**src/rtl/issue_scoreboard_param_if.sv**
```systemverilog
// Decode/regfile/writeback/execute signal bundle for the parametrised issue stage.
// The master side is decode plus its environment; the slave side is the issue stage.
interface issue_scoreboard_param_if #(
    parameter int DATA_W = 32,
    parameter int ADDR_W = 5,
    parameter int UNIT_W = 2,
    parameter int NUNITS = 3,
    parameter int CTRL_W = 16
);
    logic              id_valid;
    logic [ADDR_W-1:0] id_srca;
    logic [ADDR_W-1:0] id_srcb;
    logic              id_usesb;
    logic [ADDR_W-1:0] id_dest;
    logic              id_writereg;
    logic [UNIT_W-1:0] id_unit;
    logic [DATA_W-1:0] id_imm;
    logic [CTRL_W-1:0] id_ctrl;
    logic [ADDR_W-1:0] rf_addra;
    logic [ADDR_W-1:0] rf_addrb;
    logic [DATA_W-1:0] rf_dataa;
    logic [DATA_W-1:0] rf_datab;
    logic              wb_valid;
    logic [ADDR_W-1:0] wb_addr;
    logic [DATA_W-1:0] wb_data;
    logic              flush;
    logic              iss_stall;
    logic              ex_valid;
    logic [NUNITS-1:0] ex_unit;
    logic [DATA_W-1:0] ex_rega;
    logic [DATA_W-1:0] ex_regb;
    logic [DATA_W-1:0] ex_imm;
    logic [CTRL_W-1:0] ex_ctrl;
    logic [ADDR_W-1:0] ex_dest;
    logic              ex_writereg;
    logic [15:0]       stall_cnt;

    modport master (
        output id_valid, id_srca, id_srcb, id_usesb, id_dest, id_writereg, id_unit,
               id_imm, id_ctrl, rf_dataa, rf_datab, wb_valid, wb_addr, wb_data, flush,
        input  rf_addra, rf_addrb, iss_stall, ex_valid, ex_unit, ex_rega, ex_regb,
               ex_imm, ex_ctrl, ex_dest, ex_writereg, stall_cnt
    );

    modport slave (
        input  id_valid, id_srca, id_srcb, id_usesb, id_dest, id_writereg, id_unit,
               id_imm, id_ctrl, rf_dataa, rf_datab, wb_valid, wb_addr, wb_data, flush,
        output rf_addra, rf_addrb, iss_stall, ex_valid, ex_unit, ex_rega, ex_regb,
               ex_imm, ex_ctrl, ex_dest, ex_writereg, stall_cnt
    );
endinterface

```
**src/rtl/issue_scoreboard_param.sv**
```systemverilog
// Single-issue stage with per-register pending scoreboard and result-bus reservation.
// Stalls decode on RAW/WAW/bus hazards, forwards same-cycle writeback, counts stall cycles.
module issue_scoreboard_param #(
    parameter int DATA_W = 32,
    parameter int NREG   = 32,
    parameter int ADDR_W = 5,
    parameter int NUNITS = 3,
    parameter int UNIT_W = 2,
    parameter int LAT_W  = 3,
    parameter logic [NUNITS*LAT_W-1:0] UNIT_LAT = {3'd4, 3'd2, 3'd1},
    parameter int CTRL_W = 16
) (
    input logic clock,
    input logic reset,
    issue_scoreboard_param_if.slave bus
);
    localparam int MAX_LAT = 2**LAT_W - 1;
    localparam int RES_W   = MAX_LAT + 1;

    logic [NREG-1:0]   pending;
    logic [RES_W-1:0]  res;
    logic [NREG-1:0]   wb_clr;
    logic [NREG-1:0]   pend_eff;
    logic [NREG-1:0]   pend_set;
    logic [LAT_W-1:0]  lat;
    logic [RES_W-1:0]  res_set;
    logic [NUNITS-1:0] onehot;
    logic [DATA_W-1:0] opa;
    logic [DATA_W-1:0] opb;
    logic raw, waw, bus_hz, illegal, stall, issue;

    function automatic logic [LAT_W-1:0] unit_lat(input logic [UNIT_W-1:0] u);
        unit_lat = '0;
        for (int i = 0; i < NUNITS; i++)
            if (u == UNIT_W'(i)) unit_lat = UNIT_LAT[i*LAT_W +: LAT_W];
    endfunction

    function automatic logic [DATA_W-1:0] operand(
        input logic [ADDR_W-1:0] src, input logic [DATA_W-1:0] rf,
        input logic wbv, input logic [ADDR_W-1:0] wba, input logic [DATA_W-1:0] wbd);
        if (src == '0)                   operand = '0;
        else if (wbv && wba == src)      operand = wbd;
        else                             operand = rf;
    endfunction

    function automatic logic [15:0] sat_inc(input logic [15:0] v);
        sat_inc = (v == 16'hFFFF) ? v : v + 16'd1;
    endfunction

    assign bus.rf_addra = bus.id_srca;
    assign bus.rf_addrb = bus.id_srcb;

    // A writeback landing this cycle already resolves its register's hazard.
    always_comb begin
        wb_clr = '0;
        if (bus.wb_valid && bus.wb_addr != '0) wb_clr[bus.wb_addr] = 1'b1;
    end
    assign pend_eff = pending & ~wb_clr;

    assign lat     = unit_lat(bus.id_unit);
    assign illegal = (int'(bus.id_unit) >= NUNITS);
    assign raw     = (bus.id_srca != '0 && pend_eff[bus.id_srca]) ||
                     (bus.id_usesb && bus.id_srcb != '0 && pend_eff[bus.id_srcb]);
    assign waw     = bus.id_writereg && bus.id_dest != '0 && pend_eff[bus.id_dest];
    assign bus_hz  = bus.id_writereg && res[lat];
    assign stall   = bus.id_valid && (raw || waw || bus_hz || illegal);
    assign issue   = bus.id_valid && !stall && !bus.flush;
    assign bus.iss_stall = stall;

    assign onehot  = NUNITS'(1) << bus.id_unit;
    assign res_set = (issue && bus.id_writereg) ? (RES_W'(1) << LAT_W'(lat - LAT_W'(1))) : '0;
    assign opa     = operand(bus.id_srca, bus.rf_dataa, bus.wb_valid, bus.wb_addr, bus.wb_data);
    assign opb     = operand(bus.id_srcb, bus.rf_datab, bus.wb_valid, bus.wb_addr, bus.wb_data);

    always_comb begin
        pend_set = '0;
        if (issue && bus.id_writereg && bus.id_dest != '0) pend_set[bus.id_dest] = 1'b1;
    end

    // Issue register: control clears when nothing issues, operand fields hold.
    always_ff @(posedge clock or negedge reset) begin
        if (!reset) begin
            bus.ex_valid    <= 1'b0;
            bus.ex_unit     <= '0;
            bus.ex_rega     <= '0;
            bus.ex_regb     <= '0;
            bus.ex_imm      <= '0;
            bus.ex_ctrl     <= '0;
            bus.ex_dest     <= '0;
            bus.ex_writereg <= 1'b0;
            bus.stall_cnt   <= '0;
            pending         <= '0;
            res             <= '0;
        end else begin
            bus.ex_valid <= issue;
            bus.ex_unit  <= issue ? onehot : '0;
            if (issue) begin
                bus.ex_rega     <= opa;
                bus.ex_regb     <= opb;
                bus.ex_imm      <= bus.id_imm;
                bus.ex_ctrl     <= bus.id_ctrl;
                bus.ex_dest     <= bus.id_dest;
                bus.ex_writereg <= bus.id_writereg;
            end
            pending <= pend_eff | pend_set;
            res     <= (res >> 1) | res_set;
            if (stall) bus.stall_cnt <= sat_inc(bus.stall_cnt);
        end
    end
endmodule
```
**src/flat_wrapper.sv**
```systemverilog
// flat-port wrapper written by rule: the top's interface ports become plain ports
module issue_scoreboard_param_flat 
#(
    parameter int DATA_W = 32,
    parameter int NREG   = 32,
    parameter int ADDR_W = 5,
    parameter int NUNITS = 3,
    parameter int UNIT_W = 2,
    parameter int LAT_W  = 3,
    parameter logic [NUNITS*LAT_W-1:0] UNIT_LAT = {3'd4, 3'd2, 3'd1},
    parameter int CTRL_W = 16
)
  (clock, reset, bus_id_valid, bus_id_srca, bus_id_srcb, bus_id_usesb, bus_id_dest, bus_id_writereg, bus_id_unit, bus_id_imm, bus_id_ctrl, bus_rf_dataa, bus_rf_datab, bus_wb_valid, bus_wb_addr, bus_wb_data, bus_flush, bus_rf_addra, bus_rf_addrb, bus_iss_stall, bus_ex_valid, bus_ex_unit, bus_ex_rega, bus_ex_regb, bus_ex_imm, bus_ex_ctrl, bus_ex_dest, bus_ex_writereg, bus_stall_cnt);
  issue_scoreboard_param_if #(.DATA_W(DATA_W), .ADDR_W(ADDR_W), .UNIT_W(UNIT_W), .NUNITS(NUNITS), .CTRL_W(CTRL_W)) bus_i ();
  input logic clock;
  input logic reset;
  input wire logic [$bits(bus_i.id_valid)-1:0] bus_id_valid;
  input wire logic [$bits(bus_i.id_srca)-1:0] bus_id_srca;
  input wire logic [$bits(bus_i.id_srcb)-1:0] bus_id_srcb;
  input wire logic [$bits(bus_i.id_usesb)-1:0] bus_id_usesb;
  input wire logic [$bits(bus_i.id_dest)-1:0] bus_id_dest;
  input wire logic [$bits(bus_i.id_writereg)-1:0] bus_id_writereg;
  input wire logic [$bits(bus_i.id_unit)-1:0] bus_id_unit;
  input wire logic [$bits(bus_i.id_imm)-1:0] bus_id_imm;
  input wire logic [$bits(bus_i.id_ctrl)-1:0] bus_id_ctrl;
  input wire logic [$bits(bus_i.rf_dataa)-1:0] bus_rf_dataa;
  input wire logic [$bits(bus_i.rf_datab)-1:0] bus_rf_datab;
  input wire logic [$bits(bus_i.wb_valid)-1:0] bus_wb_valid;
  input wire logic [$bits(bus_i.wb_addr)-1:0] bus_wb_addr;
  input wire logic [$bits(bus_i.wb_data)-1:0] bus_wb_data;
  input wire logic [$bits(bus_i.flush)-1:0] bus_flush;
  output wire logic [$bits(bus_i.rf_addra)-1:0] bus_rf_addra;
  output wire logic [$bits(bus_i.rf_addrb)-1:0] bus_rf_addrb;
  output wire logic [$bits(bus_i.iss_stall)-1:0] bus_iss_stall;
  output wire logic [$bits(bus_i.ex_valid)-1:0] bus_ex_valid;
  output wire logic [$bits(bus_i.ex_unit)-1:0] bus_ex_unit;
  output wire logic [$bits(bus_i.ex_rega)-1:0] bus_ex_rega;
  output wire logic [$bits(bus_i.ex_regb)-1:0] bus_ex_regb;
  output wire logic [$bits(bus_i.ex_imm)-1:0] bus_ex_imm;
  output wire logic [$bits(bus_i.ex_ctrl)-1:0] bus_ex_ctrl;
  output wire logic [$bits(bus_i.ex_dest)-1:0] bus_ex_dest;
  output wire logic [$bits(bus_i.ex_writereg)-1:0] bus_ex_writereg;
  output wire logic [$bits(bus_i.stall_cnt)-1:0] bus_stall_cnt;
  assign bus_i.id_valid = bus_id_valid;
  assign bus_i.id_srca = bus_id_srca;
  assign bus_i.id_srcb = bus_id_srcb;
  assign bus_i.id_usesb = bus_id_usesb;
  assign bus_i.id_dest = bus_id_dest;
  assign bus_i.id_writereg = bus_id_writereg;
  assign bus_i.id_unit = bus_id_unit;
  assign bus_i.id_imm = bus_id_imm;
  assign bus_i.id_ctrl = bus_id_ctrl;
  assign bus_i.rf_dataa = bus_rf_dataa;
  assign bus_i.rf_datab = bus_rf_datab;
  assign bus_i.wb_valid = bus_wb_valid;
  assign bus_i.wb_addr = bus_wb_addr;
  assign bus_i.wb_data = bus_wb_data;
  assign bus_i.flush = bus_flush;
  assign bus_rf_addra = bus_i.rf_addra;
  assign bus_rf_addrb = bus_i.rf_addrb;
  assign bus_iss_stall = bus_i.iss_stall;
  assign bus_ex_valid = bus_i.ex_valid;
  assign bus_ex_unit = bus_i.ex_unit;
  assign bus_ex_rega = bus_i.ex_rega;
  assign bus_ex_regb = bus_i.ex_regb;
  assign bus_ex_imm = bus_i.ex_imm;
  assign bus_ex_ctrl = bus_i.ex_ctrl;
  assign bus_ex_dest = bus_i.ex_dest;
  assign bus_ex_writereg = bus_i.ex_writereg;
  assign bus_stall_cnt = bus_i.stall_cnt;
  issue_scoreboard_param #(.DATA_W(DATA_W), .NREG(NREG), .ADDR_W(ADDR_W), .NUNITS(NUNITS), .UNIT_W(UNIT_W), .LAT_W(LAT_W), .UNIT_LAT(UNIT_LAT), .CTRL_W(CTRL_W)) u_core (.clock(clock), .reset(reset), .bus(bus_i));
endmodule
```
**config.mk**
```make
export PLATFORM = sky130hd
export DESIGN_NAME = issue_scoreboard_param_flat
export DESIGN_NICKNAME = d
export VERILOG_FILES = /design/src/rtl/issue_scoreboard_param_if.sv /design/src/rtl/issue_scoreboard_param.sv /design/src/flat_wrapper.sv
export SDC_FILE = /design/constraint.sdc
export NUM_CORES = 1
export LEC_CHECK = 0
export BUFFER_PORTS_ARGS = -buffer_cell sky130_fd_sc_hd__buf_2
export CORE_MARGIN = 1.5
export CORE_UTILIZATION = 52
export CTS_BUF_LIST = sky130_fd_sc_hd__clkbuf_2 sky130_fd_sc_hd__clkbuf_4 sky130_fd_sc_hd__clkbuf_8
export DETAILED_ROUTE_END_ITERATION = 16
export PLACE_DENSITY_LB_ADDON = 0.25
export REMOVE_ABC_BUFFERS = 1
export SYNTH_ARGS = -nofsm -noshare
export SYNTH_HDL_FRONTEND = slang
export SYNTH_SLANG_ARGS = --single-unit
```
**constraint.sdc**
```tcl
create_clock -name clock -period 3.06 [get_ports clock]
set_input_delay 0 -clock clock [delete_from_list [all_inputs] [get_ports clock]]
set_output_delay 0 -clock clock [all_outputs]
set_load 0.02 [all_outputs]
```
==> results.yml <==
run_status:
  status: "complete, but fails checks"
  violations: "negative setup slack"
cts:
  cts_tree: "done"
  clock_latency_ps: 470
  htreeDepth: 4
  numCtsBuffers: 17
  clock-sinks: 177
  root_buffer: "clkbuf_8"
  clkTransAtPathRegs_ps: 100
  clockBufferDepth: 2
critical_path:
  cpLargestDelayFamily: "compound AO/OA/AOI/OAI gates"
  cp_common_cell: "buf_12"
  slowest_stage: "or4b_4"
  criticalPathCategory: "reg -> reg"
  critPathMaxStageDelay_ps: 540
  crit_buf_inv: 2
  critPathMaxFanout: 80
  start_kind: "flop"
  crit_path_end_kind: "flop"
  arrival_ps: 3480
  crit_required_ps: 3380
  crit_path_cell_trace: "mux2_4 -> o311a_1 -> a2111oi_4 -> a311o_1 -> a21oi_1 -> a31o_1 -> or4b_4 -> buf_12 -> buf_12 -> o31ai_2"
route:
  firstDrtPassIters: 5
  vias_per_cell: 6.02
  post_drt_wl_per_cell_um: 22.8
  drc_errors: 0
  drt_wl_total_um: 36300
  ant_nets: 0
  vias: 9614
  drt-initial-drc-count: 771
sta:
  fin_crit_ps: 3150
  drv_slew: 0
  setup_slack_ps: -92.2
  final.setup.tns_ps: -92.2
  worstMarginPinSlew_ps: 838
  rsz0062_at_grt: "true"
  fin_skew_ps: 26.3
  hold_viol_final: 0
  setup_viol: 1
  max-slew-margin-rel_pct: 44.2
  post-route-period-util_pct: 103
  max_freq_mhz: 317
  hold_ws_ps: 39.6
pwr:
  power_density_nw_per_um2: 589
  p_leak_nw: 6.41
  ir_worst_vdd_uv: 509
die:
  num_rows: 47
  boundaryPins: 322
  coreArea_sq_um: 16800
  initial_core_util_pct: 53.8
  die_y_um: 135
  die_area_sq_um: 18100
  die_w_um: 135
yosys:
  synthDistinctLibCells: 65
  synth_most_common_cell: "dfrtp_1"
  async_reset_ff_share_pct: 100
  yosysTopAreaCell: "dfrtp_1"
  ys_warn_count: 0
  synth.ff_latch_count: 177
  synth_common_cells: "dfrtp_1, nand2_1, mux2i_1"
  synth_top_area_share_pct: 49.1
  synthTopCellsByArea: "dfrtp_1, mux2i_1, mux2_2"
  syn_inst: 837
  synth_area_sq_um: 9020
  synth_edf_count: 0
  syn_avg_cell_area_sq_um: 10.8
  synth_flop_cell: "dfrtp_1"
  ys_seq_area_share_pct: 49.1
run:
  maxCapViolations: 0
hold_path:
  holdCritPathClass: "in -> reg"
global_routing:
  grt_max_degree: 88
  grt_pass1_wl_um: 54200
  grt_usage_pct: 39.2
  antenna_found_initial: 0
  first_global_vias: 10100
  overflow: 0
placement:
  place.detailed.hpwl_um: 20500
  place.gp.congestion: 0.922
  placement.cell_area_sq_um: 11200
  portBuffers: 321
finish:
  area_growth_pct: 51.9
  fin_area_sq_um: 13700
  drive_gt1_share_pct: 39.3
  fill_cells: 946
  insertedDiodeCount: 0
  final_nets: 1538
[cells in the final DEF, fill, tap and decap left out, drive strengths merged, types with 4 or more instances in the layout]
cell,instances
nand3b,4
dlygate4sd3,184
mux2,63
mux2i,78
o211ai,4
nand2b,7
nand2,84
o31ai,68
o22ai,5
nor2b,9
mux4,6
or2,5
inv,17
clkinvlp,5
and3,7
dfrtp,177
a21oi,6
o21ai,66
nand4,4
nor4,6
nor2,22
a31oi,4
nand3,15
xnor2,4
buf,402
nor3,23
clkbuf,18
xor2,21
or3,5
o41ai,5
[worst paths after layout]
path / endpoint / cells past startpoint / slack [ps] / start
setup / recovery: u_core.bus.ex_rega[1] / 10 / -90 / u_core.pending[12]
hold / removal: u_core.bus.ex_dest[0] / 2 / 40 / bus_id_dest[0]
setup reg to reg: u_core.bus.ex_rega[1] / 10 / -90 / u_core.pending[12]
hold reg to reg: u_core.res[6] / 0 / 360 / u_core.res[7]
max in group asynchronous: u_core.bus.ex_imm[22] / 3 / 2030 / reset
min in group asynchronous: u_core.bus.ex_imm[16] / 2 / 160 / reset
[cell families after synthesis]
logic type               count (synthesis)  synth area share [%]
adder cells (fa/ha/maj)                  1                 0.139
AND/OR/NAND/NOR                        212                  12.0
XOR/XNOR                                25                  2.43
AO/OA/AOI/OAI                          184                  13.7
other                                    1                0.0416
flip-flops                             177                  49.1
multiplexers                           147                  18.0
buffers and inverters                   90                  4.54
[cell type report]
type / instances / area [sq um] / share of cell area (%)
clock inverters: 14 / 150 / 1.10
multi-input cells: 570 / 4400 / 32.1
flip-flops and latches: 177 / 4430 / 32.3
well taps: 220 / 275 / 2.01
inverters: 12 / 45.0 / 0.329
repair buffers: 586 / 4150 / 30.3
clock buffers: 18 / 248 / 1.81
[repair_timing]
action / 4_1_cts / 5_1_grt
buffers inserted: 0 / 2
hold buffers: 184 / 0
endpoints found under the setup margin: 0 / 52
endpoints found under the hold margin: 217 / 0
resized for setup: 0 / 36
[stage by stage]
| step | instances | worst slack [ps] | utilization, % | power [W] |
|---|---|---|---|---|
| 6_report | 1597 | -92.2 | 81.8 | 0.00807 |
| 5_1_grt | 1597 | -220 | 81.8 | 0.00836 |
| 4_1_cts | 1595 | 59.5 | 80.5 | 0.00766 |
| 3_5_place_dp | 1379 | -200 | 67.1 | 0.00586 |
| 3_3_place_gp | 1379 | -85.1 | 67.1 | 0.00578 |
| 2_1_floorplan | 759 | -3440 | - | 0.00467 |
[flip-flops by register name, summed over array words and instances, names as in the netlist]
| register | count |
|---|---|
| u_core.bus.ex_valid | 1 |
| u_core.bus.stall_cnt | 16 |
| u_core.bus.ex_ctrl | 16 |
| u_core.bus.ex_dest | 5 |
| u_core.bus.ex_regb | 32 |
| u_core.bus.ex_rega | 32 |
| u_core.pending | 32 |
| u_core.bus.ex_writereg | 1 |
| u_core.bus.ex_imm | 32 |
| u_core.res | 7 |
| u_core.bus.ex_unit | 3 |
[report_power, final]
group	total, W	switching [W]	internal [W]
clock	0.00167	0.000981	0.000693
combinational	0.00306	0.00186	0.00120
sequential	0.00334	0.000430	0.00291
[layer usage]
layer / vias up / global-route usage [%] / routed length (um)
met1: 4716 / 44.2 / 13100
li1: 4101 / - / -
met2: 617 / 67.4 / 18100
met4: 0 / 23.5 / 2210
met3: 180 / 9.61 / 2920
met5: - / 0 / 0
(Power assumes the default switching activity.)
